$ cat src/rtl/riscv151_mmio_pkg.sv
// Shared definitions for the UART MMIO controller.
//   - Byte offsets inside the 0x8000_00xx I/O window.
//   - Bit positions inside the status word at UART_CTRL_OFF.
//   - TX holding-register state encoding.
//   - addr_hit(): word-aligned offset compare that ignores addr[1:0].
package riscv151_mmio_pkg;

    localparam logic [7:0] UART_CTRL_OFF = 8'h00;
    localparam logic [7:0] UART_RX_OFF   = 8'h04;
    localparam logic [7:0] UART_TX_OFF   = 8'h08;
    localparam logic [7:0] CYCLE_CNT_OFF = 8'h10;
    localparam logic [7:0] INSTR_CNT_OFF = 8'h14;
    localparam logic [7:0] CNT_RST_OFF   = 8'h18;

    localparam int unsigned STAT_TX_FREE_BIT  = 0;
    localparam int unsigned STAT_RX_AVAIL_BIT = 1;
    localparam int unsigned STAT_TX_DROP_BIT  = 2;

    typedef enum logic {
        TX_IDLE = 1'b0,
        TX_HOLD = 1'b1
    } tx_state_e;

    function automatic logic addr_hit(input logic [7:0] addr, input logic [7:0] off);
        return (addr & 8'hFC) == off;
    endfunction

endpackage

$ cat src/rtl/uart_mmio_ctrl_if.sv
// Bus bundle between the CPU/UART side and uart_mmio_ctrl.
//   mmio_addr/re/we/wdata -> controller, mmio_rdata <- controller (CPU loads/stores)
//   inst_retire           -> controller (instruction retire strobe)
//   rx_data/rx_valid      -> controller, rx_ready <- controller (uart_receiver)
//   tx_data/tx_valid      <- controller, tx_ready -> controller (uart_transmitter)
// The "slave" modport is the controller's view; "master" is the environment's.
interface uart_mmio_ctrl_if;

    logic [7:0]  mmio_addr;
    logic        mmio_re;
    logic        mmio_we;
    logic [31:0] mmio_wdata;
    logic [31:0] mmio_rdata;
    logic        inst_retire;
    logic [7:0]  rx_data;
    logic        rx_valid;
    logic        rx_ready;
    logic [7:0]  tx_data;
    logic        tx_valid;
    logic        tx_ready;

    modport master (
        output mmio_addr, mmio_re, mmio_we, mmio_wdata, inst_retire,
        output rx_data, rx_valid, tx_ready,
        input  mmio_rdata, rx_ready, tx_data, tx_valid
    );

    modport slave (
        input  mmio_addr, mmio_re, mmio_we, mmio_wdata, inst_retire,
        input  rx_data, rx_valid, tx_ready,
        output mmio_rdata, rx_ready, tx_data, tx_valid
    );

endinterface

$ cat src/rtl/mmio_rx_fifo.sv
// Synchronous byte FIFO buffering uart_receiver data for CPU loads.
//   clk_i, rst_ni     clock, asynchronous active-low reset (pointers only)
//   push_i, push_data_i  write request; ignored when full
//   pop_i             read request; ignored when empty
//   full_o, empty_o   occupancy flags
//   head_o            oldest entry (undefined content when empty)
// Pointers carry one extra MSB so full and empty are distinguishable;
// they wrap modulo 2*DEPTH. DEPTH must be a power of 2, >= 2.
module mmio_rx_fifo #(
    parameter int unsigned DEPTH = 8
) (
    input  logic       clk_i,
    input  logic       rst_ni,
    input  logic       push_i,
    input  logic [7:0] push_data_i,
    input  logic       pop_i,
    output logic       full_o,
    output logic       empty_o,
    output logic [7:0] head_o
);

    localparam int unsigned AW = $clog2(DEPTH);

    logic [AW:0] wptr_q, wptr_d;
    logic [AW:0] rptr_q, rptr_d;
    logic [7:0]  mem_q [DEPTH];
    logic        push_ok;
    logic        pop_ok;

    assign empty_o = (wptr_q == rptr_q);
    assign full_o  = (wptr_q[AW] != rptr_q[AW]) && (wptr_q[AW-1:0] == rptr_q[AW-1:0]);
    assign push_ok = push_i && !full_o;
    assign pop_ok  = pop_i && !empty_o;
    assign head_o  = mem_q[rptr_q[AW-1:0]];

    always_comb begin
        wptr_d = wptr_q;
        rptr_d = rptr_q;
        if (push_ok) wptr_d = wptr_q + 1'b1;
        if (pop_ok)  rptr_d = rptr_q + 1'b1;
    end

    always_ff @(posedge clk_i or negedge rst_ni) begin
        if (!rst_ni) begin
            wptr_q <= '0;
            rptr_q <= '0;
        end else begin
            wptr_q <= wptr_d;
            rptr_q <= rptr_d;
        end
    end

    // Storage needs no reset: entries are only visible between push and pop.
    always_ff @(posedge clk_i) begin
        if (push_ok) mem_q[wptr_q[AW-1:0]] <= push_data_i;
    end

endmodule

$ cat src/rtl/uart_mmio_ctrl.sv
// CPU-side MMIO controller for the UART receiver/transmitter pair.
//   clk   core clock
//   rst   asynchronous active-low reset
//   bus   uart_mmio_ctrl_if.slave: CPU load/store port, retire strobe,
//         RX valid/ready handshake, TX valid/ready handshake
// Offsets: 0x00 status (R, clears tx_drop), 0x04 RX data (R, pops),
//          0x08 TX data (W). Loads return data one cycle after mmio_re.
// Optional feature macro MMIO_COUNTERS_EN adds cycle/instruction counters:
//          0x10 cycle_cnt (R), 0x14 instr_cnt (R), 0x18 clear both (W).
module uart_mmio_ctrl
    import riscv151_mmio_pkg::*;
#(
    parameter int unsigned RX_DEPTH = 8
) (
    input logic             clk,
    input logic             rst,
    uart_mmio_ctrl_if.slave bus
);

    logic        rd_ctrl, rd_rx, wr_tx;
    logic        fifo_full, fifo_empty;
    logic [7:0]  fifo_head;
    logic [31:0] rdata_q, rdata_d;
    tx_state_e   tx_state_q;
    logic [7:0]  tx_data_q;
    logic        tx_drop_q;
    logic        unused_wdata;

    assign rd_ctrl = bus.mmio_re && addr_hit(bus.mmio_addr, UART_CTRL_OFF);
    assign rd_rx   = bus.mmio_re && addr_hit(bus.mmio_addr, UART_RX_OFF);
    assign wr_tx   = bus.mmio_we && addr_hit(bus.mmio_addr, UART_TX_OFF);

    mmio_rx_fifo #(
        .DEPTH (RX_DEPTH)
    ) u_rx_fifo (
        .clk_i       (clk),
        .rst_ni      (rst),
        .push_i      (bus.rx_valid),
        .push_data_i (bus.rx_data),
        .pop_i       (rd_rx),
        .full_o      (fifo_full),
        .empty_o     (fifo_empty),
        .head_o      (fifo_head)
    );

    assign bus.rx_ready   = !fifo_full;
    assign bus.tx_data    = tx_data_q;
    assign bus.tx_valid   = (tx_state_q == TX_HOLD);
    assign bus.mmio_rdata = rdata_q;

`ifdef MMIO_COUNTERS_EN
    logic [31:0] cycle_cnt_q, cycle_cnt_d;
    logic [31:0] instr_cnt_q, instr_cnt_d;
    logic        cnt_clr;

    assign cnt_clr = bus.mmio_we && addr_hit(bus.mmio_addr, CNT_RST_OFF);

    always_comb begin
        cycle_cnt_d = cycle_cnt_q + 32'd1;
        instr_cnt_d = bus.inst_retire ? instr_cnt_q + 32'd1 : instr_cnt_q;
        if (cnt_clr) begin
            cycle_cnt_d = '0;
            instr_cnt_d = '0;
        end
    end

    always_ff @(posedge clk or negedge rst) begin
        if (!rst) begin
            cycle_cnt_q <= '0;
            instr_cnt_q <= '0;
        end else begin
            cycle_cnt_q <= cycle_cnt_d;
            instr_cnt_q <= instr_cnt_d;
        end
    end

    assign unused_wdata = ^bus.mmio_wdata[31:8];
`else
    assign unused_wdata = ^{bus.mmio_wdata[31:8], bus.inst_retire};
`endif

    // Load data mux; every source is sampled before this cycle's update.
    always_comb begin
        rdata_d = rdata_q;
        if (bus.mmio_re) begin
            rdata_d = '0;
            if (addr_hit(bus.mmio_addr, UART_CTRL_OFF)) begin
                rdata_d[STAT_TX_FREE_BIT]  = (tx_state_q == TX_IDLE);
                rdata_d[STAT_RX_AVAIL_BIT] = !fifo_empty;
                rdata_d[STAT_TX_DROP_BIT]  = tx_drop_q;
            end else if (addr_hit(bus.mmio_addr, UART_RX_OFF)) begin
                rdata_d[7:0] = fifo_empty ? 8'h00 : fifo_head;
            end
`ifdef MMIO_COUNTERS_EN
            else if (addr_hit(bus.mmio_addr, CYCLE_CNT_OFF)) begin
                rdata_d = cycle_cnt_q;
            end else if (addr_hit(bus.mmio_addr, INSTR_CNT_OFF)) begin
                rdata_d = instr_cnt_q;
            end
`endif
        end
    end

    always_ff @(posedge clk or negedge rst) begin
        if (!rst) rdata_q <= '0;
        else      rdata_q <= rdata_d;
    end

    // TX holding register FSM. The drop-set assignment comes after the
    // status-read clear so a same-cycle set wins.
    always_ff @(posedge clk or negedge rst) begin
        if (!rst) begin
            tx_state_q <= TX_IDLE;
            tx_data_q  <= '0;
            tx_drop_q  <= 1'b0;
        end else begin
            if (rd_ctrl) tx_drop_q <= 1'b0;
            case (tx_state_q)
                TX_IDLE: begin
                    if (wr_tx) begin
                        tx_data_q  <= bus.mmio_wdata[7:0];
                        tx_state_q <= TX_HOLD;
                    end
                end
                TX_HOLD: begin
                    if (wr_tx)        tx_drop_q  <= 1'b1;
                    if (bus.tx_ready) tx_state_q <= TX_IDLE;
                end
                default: tx_state_q <= TX_IDLE;
            endcase
        end
    end

endmodule
$ cat src/flat_wrapper.sv
// flat-port wrapper written by rule: the top's interface ports become plain ports
module uart_mmio_ctrl_flat import riscv151_mmio_pkg::*;
#(
    parameter int unsigned RX_DEPTH = 8
)
  (clk, rst, bus_mmio_addr, bus_mmio_re, bus_mmio_we, bus_mmio_wdata, bus_inst_retire, bus_rx_data, bus_rx_valid, bus_tx_ready, bus_mmio_rdata, bus_rx_ready, bus_tx_data, bus_tx_valid);
  uart_mmio_ctrl_if bus_i ();
  input logic clk;
  input logic rst;
  input wire logic [$bits(bus_i.mmio_addr)-1:0] bus_mmio_addr;
  input wire logic [$bits(bus_i.mmio_re)-1:0] bus_mmio_re;
  input wire logic [$bits(bus_i.mmio_we)-1:0] bus_mmio_we;
  input wire logic [$bits(bus_i.mmio_wdata)-1:0] bus_mmio_wdata;
  input wire logic [$bits(bus_i.inst_retire)-1:0] bus_inst_retire;
  input wire logic [$bits(bus_i.rx_data)-1:0] bus_rx_data;
  input wire logic [$bits(bus_i.rx_valid)-1:0] bus_rx_valid;
  input wire logic [$bits(bus_i.tx_ready)-1:0] bus_tx_ready;
  output wire logic [$bits(bus_i.mmio_rdata)-1:0] bus_mmio_rdata;
  output wire logic [$bits(bus_i.rx_ready)-1:0] bus_rx_ready;
  output wire logic [$bits(bus_i.tx_data)-1:0] bus_tx_data;
  output wire logic [$bits(bus_i.tx_valid)-1:0] bus_tx_valid;
  assign bus_i.mmio_addr = bus_mmio_addr;
  assign bus_i.mmio_re = bus_mmio_re;
  assign bus_i.mmio_we = bus_mmio_we;
  assign bus_i.mmio_wdata = bus_mmio_wdata;
  assign bus_i.inst_retire = bus_inst_retire;
  assign bus_i.rx_data = bus_rx_data;
  assign bus_i.rx_valid = bus_rx_valid;
  assign bus_i.tx_ready = bus_tx_ready;
  assign bus_mmio_rdata = bus_i.mmio_rdata;
  assign bus_rx_ready = bus_i.rx_ready;
  assign bus_tx_data = bus_i.tx_data;
  assign bus_tx_valid = bus_i.tx_valid;
  uart_mmio_ctrl #(.RX_DEPTH(RX_DEPTH)) u_core (.clk(clk), .rst(rst), .bus(bus_i));
endmodule
$ cat config.mk
export PLATFORM = sky130hd
export DESIGN_NAME = uart_mmio_ctrl_flat
export DESIGN_NICKNAME = d
export VERILOG_FILES = /design/src/rtl/riscv151_mmio_pkg.sv /design/src/rtl/uart_mmio_ctrl_if.sv /design/src/rtl/mmio_rx_fifo.sv /design/src/rtl/uart_mmio_ctrl.sv /design/src/flat_wrapper.sv
export SDC_FILE = /design/constraint.sdc
export NUM_CORES = 1
export LEC_CHECK = 0
export ABC_AREA = 1
export BUFFER_PORTS_ARGS = -buffer_cell sky130_fd_sc_hd__buf_2
export CORE_MARGIN = 4
export CORE_UTILIZATION = 48
export DETAILED_ROUTE_END_ITERATION = 7
export GPL_TIMING_DRIVEN = 0
export HOLD_SLACK_MARGIN = 0.03
export PLACE_DENSITY = 0.83
export SETUP_SLACK_MARGIN = 0.15
export SLEW_MARGIN = 5
export SYNTH_ARGS = -nofsm -noshare
export SYNTH_HDL_FRONTEND = slang
export SYNTH_SLANG_ARGS = --single-unit
export TNS_END_PERCENT = 20
$ cat constraint.sdc
create_clock -name clk -period 1.6 [get_ports clk]
set_input_delay 0.4 -clock clk [delete_from_list [all_inputs] [get_ports clk]]
set_output_delay 0.4 -clock clk [all_outputs]
set_load 0.03 [all_outputs]
# Word-level counts from Yosys, hierarchy flattened
# Memories as Yosys holds them, arrays and structs flattened.
# Cells that the tools add are included.
# classes
mux,12
shifts,0
n_eq_ne,5
n_reduce_logical,10
n_div,0
multipliers,0
addsub,2
bitwise_logic,1
order_cmp,0
# ops
op,count
$mux W8,2
$add A4 B1 Y4 const B,2
$logic_not A8 Y1,1
$mux W1,7
$eq A6 B1 Y1 const B,1
$eq A6 B2 Y1 const B,1
$logic_and A1 B1 Y1,6
$mux W5,1
$eq A4 B4 Y1,1
$eq A3 B3 Y1,1
$mux W3,1
$logic_not A1 Y1,2
$pmux W1 S2,1
$reduce_and A2 Y1,1
$ne A1 B1 Y1,1
$not A1 Y1,1
# totals
romBits,0
mem_bits_rw,64
inputBits,55
mem_count,1
regBits,26
latch_bits,0
wordCells,37
# mem_list
memory,depth,word_bits,rd,rd_ports_with_merged_regs,write_ports,line,text
u_core.u_rx_fifo.mem_q,8,8,1,0,1,mmio_rx_fifo.sv:26,logic [7:0] mem_q [DEPTH];

# Logic depth before layout (Yosys ltp)
# logic_depth
depth_word,6
ltp_mapped,10
mapped_depth_nobuf,9

# Modules after synthesis
# A second synthesis with hierarchy kept.
# unflattened
hier_cells,386
area_unflattened_um2,4061.4
# by_module_without_submodules
mod,cells_per_inst,area_each_um2,instances,seq_area_each_um2
mmio_rx_fifo,269,3044.2,1,2122.0
uart_mmio_ctrl,117,1017.2,1,450.4

# Least setup slack after synthesis
# OpenSTA, ideal clock, no wires.
# synth_path
kind,register to register
from,register u_core.u_rx_fifo.rptr_q[0]
to,memory u_core.u_rx_fifo.mem_q[6][0] (enable)
slack_ns,-0.310
synth_period_minus_slack_ns,1.910
required_time_ns,1.230
path_stages_with_launch,8
arrival_ns,1.540
path_buffers,1
path_cell_list,dfrtp_1 -> buf_4 -> xnor2_2 -> nand2_1 -> nor2_2 -> nand2_2 -> nand3_2 -> nor2_1
# synth_between
elab_chain_cells,6
# synth_lines
item,line,text
"start, declared",mmio_rx_fifo.sv:25,"logic [AW:0] rptr_q, rptr_d;"
"start signal, assigned",mmio_rx_fifo.sv:49,rptr_q <= rptr_d;
$eq A3 B3 Y1,mmio_rx_fifo.sv:31,assign full_o = (wptr_q[AW] != rptr_q[AW]) && (wptr_q[AW-1:0] == rptr_q[AW-1:0]);
$logic_and A1 B1 Y1,mmio_rx_fifo.sv:31,
$logic_not A1 Y1,n/a,
net bus_rx_ready,flat_wrapper.sv:19,output wire logic [$bits(bus_i.rx_ready)-1:0] bus_rx_ready;
$logic_and A1 B1 Y1,mmio_rx_fifo.sv:32,assign push_ok = push_i && !full_o;
$mux W1,mmio_rx_fifo.sv:55,if (push_ok) mem_q[wptr_q[AW-1:0]] <= push_data_i;
$mux W1 (not written as such),mmio_rx_fifo.sv:55,
"end, declared",mmio_rx_fifo.sv:26,
# The timed path passes the listed nets, and every way through them passes these cells.

# Worst setup path in the final report
# layout_path
from,register u_core.u_rx_fifo.wptr_q[1]
to,output port bus_rx_ready
# layout_between
elab_chain_cells,3
# layout_lines
item,line,text
"start, declared",mmio_rx_fifo.sv:24,"logic [AW:0] wptr_q, wptr_d;"
"start signal, assigned",mmio_rx_fifo.sv:48,wptr_q <= wptr_d;
$eq A3 B3 Y1,mmio_rx_fifo.sv:31,
$logic_and A1 B1 Y1,mmio_rx_fifo.sv:31,
$logic_not A1 Y1,uart_mmio_ctrl.sv:46,assign bus.rx_ready = !fifo_full;
"end, declared",flat_wrapper.sv:19,
# No other way between the ends.

==> flow_summary.toml <==
[route]
finalWirelength_um = 8400
drc_errors = 0
via_per_inst = 4.88
postRouteAntennaNets = 0
drt-initial-drc-count = 233
via_count = 2880
routedWlPerCell_um = 14.2
dr.pass1.iters = 5

[clock_network]
ctsLongestPathBuffers = 2
cts_made_buffers = 9
htree_levels = 3
insertion_delay_ns = 0.37
cts_tree = "built"
cts.sinks = 90
cts-root-buf = "clkbuf_8"
clkTransAtPathRegs_ns = 0.10

[sta]
setup_slack_ns = -0.245
drv_slew = 0
worstMarginPinSlew_ns = 0.561
finalCriticalPeriod_ns = 1.85
skew_ns = 0.0107
grt_setup_unrepaired = "yes"
hold_viol_final = 0
setup_viol = 65
fmax_mhz = 542
fin_setup_tns_ns = -11.59
fin_crit_sh = 1.15
max_slew_margin = 0.626

[synthesis]
synth_area_um2 = 4050
yosysTopAreaCellShare = 0.474
ys_seq_area_frac = 0.635
synth_top_cells_by_area = "edfxtp_1, dfrtp_1, nand2_1"
syn_inst = 390
yosysUniqueCellTypes = 25
syn_area_per_cell_um2 = 10.4
yosys.area.top_type = "edfxtp_1"
synth-seq-cells = 90
yosys_warnings = 0

[global_route]
antenna_found_initial = 0
grt_max_degree = 27
grt_pass1_vias = 2785
track_usage = 0.172
grt-ovfl-total = 0
grt_pass1_wl_um = 13400

[placed_design]
dp_hpwl_um = 5900
place.gp.congestion = 0.822
postPlaceCellArea_um2 = 4570
io_buffers = 45

[final_layout]
num-nets-final = 537
drive_above_1_share = 0.285
design_area_um2 = 5020
area_growth_syn_to_layout_pct = 23.8
diodes = 0

[setup_path]
crit_path_max_incr_delay_ns = 0.50
reg2regPathDepth = 7
cp_cell_sequence = "xnor2_4 > nand2_2 > nor2_4 > nand2_4 > buf_6"
required_ns = 1.20
worstReg2RegStart = "u_core.u_rx_fifo.wptr_q[2]"
end_kind = "primary output"
crit_start = "u_core.u_rx_fifo.wptr_q[1]"
endpoint = "bus_rx_ready"
arrival_ns = 1.45
path_max_fanout = 7
crit_type = "reg -> out"
rrSetupSlack_ns = -0.22
r2r_end = "u_core.u_rx_fifo.mem_q[4][2]"
slowest_stage = "dfrtp_2"
start_kind = "register"

[floorplan]
die_area_um2 = 9980
design.portCount = 97
rows = 33
core_um2 = 8220
start_util = 0.493
fp.dieW_um = 99.9
dieHeight_um = 99.9

[run_status]
violations = "negative setup slack"
status = "finished, violations left"

[hold_path]
worstHoldPathType = "in -> reg"
holdPathStages = 2

[power]
p_leak_nw = 2.24
p_per_area_nw_per_um2 = 1320
vdd.ir_drop.worst_mv = 0.585
power_w = 0.00661

[job]
maxCapViolations = 0
cells by family (layout without fill, tap and decap cells):
logic type                 Yosys count  in the layout  share of synthesized area
DFF                                 90             90                      0.635
buffers and inverters               56            128                     0.0834
xor gates and xnor gates             8              8                     0.0228
adders and majority gates            2              2                    0.00617
AOI/OAI and AO/OA                   47             47                     0.0593
and+or+nand+nor                    186            186                      0.193
other                                1             24                   0.000925
worst max-delay path: cells and delay by family (launching register included):
family / cells / cell delay (ns)
and+or+nand+nor: 3 / 0.25
buffers and inverters: 1 / 0.14
DFF: 1 / 0.50
xor gates and xnor gates: 1 / 0.19
what timing repair did:
action / 4_1_cts / 5_1_grt
hold buffers: 1 / 0
setup buffers: 7 / 3
resized for setup: 31 / 15
hold endpoints to repair: 9 / 0
setup endpoints to repair: 73 / 81
pin swaps: 9 / 7
worst min-delay path by stage:
stage                               endpoint    startpoint  slack (ns)
floorplan           u_core.bus.mmio_rdata[0]           rst        0.10
global placement    u_core.bus.mmio_rdata[4]           rst        0.43
detailed placement  u_core.bus.mmio_rdata[6]           rst        0.43
CTS                      u_core.bus.tx_valid  bus_tx_ready        0.22
global route             u_core.bus.tx_valid  bus_tx_ready        0.23
finish                   u_core.bus.tx_valid  bus_tx_ready        0.23
where the power goes:
group / total, W / switching (W) / internal, W / leakage [nW]
Clock: 0.00152 / 0.000900 / 0.000622 / 0.103
Combinational: 0.00210 / 0.00130 / 0.000806 / 1.20
Sequential: 0.00298 / 0.000164 / 0.00282 / 0.930
state kept, by name, summed over array words and instances, names as in the netlist:
name                     flops
u_core.bus.mmio_rdata        8
u_core.bus.tx_data           8
u_core.bus.tx_valid          1
u_core.tx_drop_q             1
u_core.u_rx_fifo.mem_q      64
u_core.u_rx_fifo.rptr_q      4
u_core.u_rx_fifo.wptr_q      4
cell type report:
type                    count  area, um2
well taps                 105        131
flip-flops and latches     90       2570
clock inverters             7       81.3
inverters                  16       62.6
repair buffers             56        367
clock buffers               9        124
multi-input cells         267       1370
fillers                   641       3200
plain buffers              40        309
metal layers:
layer  routed length [um]  GRT usage  up-vias
met2                 4170      0.295      107
met1                 3380      0.208     1329
li1                     -          -     1432
met4                  146     0.0746        0
met5                    0          0        -
met3                  695     0.0389       12
synth_stat cells:
cell,instances
edfxtp_1,64
nand3_2,1
nor2_1,53
a22oi_1,2
buf_6,2
o21ai_1,6
nor3_2,4
buf_2,3
inv_1,16
nand3_1,21
clkbuf_1,6
ha_1,2
nand2_1,99
xnor2_1,4
xor2_1,1
nor2_2,3
nand2_4,1
xnor2_2,1
nand4_1,1
o21ai_0,39
nand2_2,3
xor2_2,2
dfrtp_1,26
conb_1,1
buf_4,29
layout by cell type, fill, tap and decap left out, types with 2 or more instances in the layout:
master / n
a22oi_1: 2
buf_12: 4
buf_2: 44
buf_4: 32
buf_6: 7
clkbuf_1: 3
clkbuf_4: 4
clkbuf_8: 9
clkinv_4: 2
clkinv_8: 2
conb_1: 24
dfrtp_1: 24
dfrtp_2: 2
edfxtp_1: 64
ha_1: 2
inv_1: 15
inv_8: 2
nand2_1: 98
nand2_2: 3
nand3_1: 21
nor2_1: 44
nor2_2: 6
nor2_4: 6
nor3_4: 3
o21ai_0: 22
o21ai_1: 22
xnor2_1: 3
xnor2_4: 2
stage by stage:
step / util / setup slack [ns] / instances / hold WS (ns)
floorplan: - / -0.112 / 413 / 0.104
global placement: 0.556 / -0.206 / 563 / 0.428
detailed placement: 0.556 / -0.268 / 563 / 0.428
CTS: 0.598 / -0.308 / 587 / 0.224
global route: 0.611 / -0.317 / 590 / 0.233
finish: 0.611 / -0.245 / 590 / 0.225
Note: power is estimated with default switching activity, not from simulation.
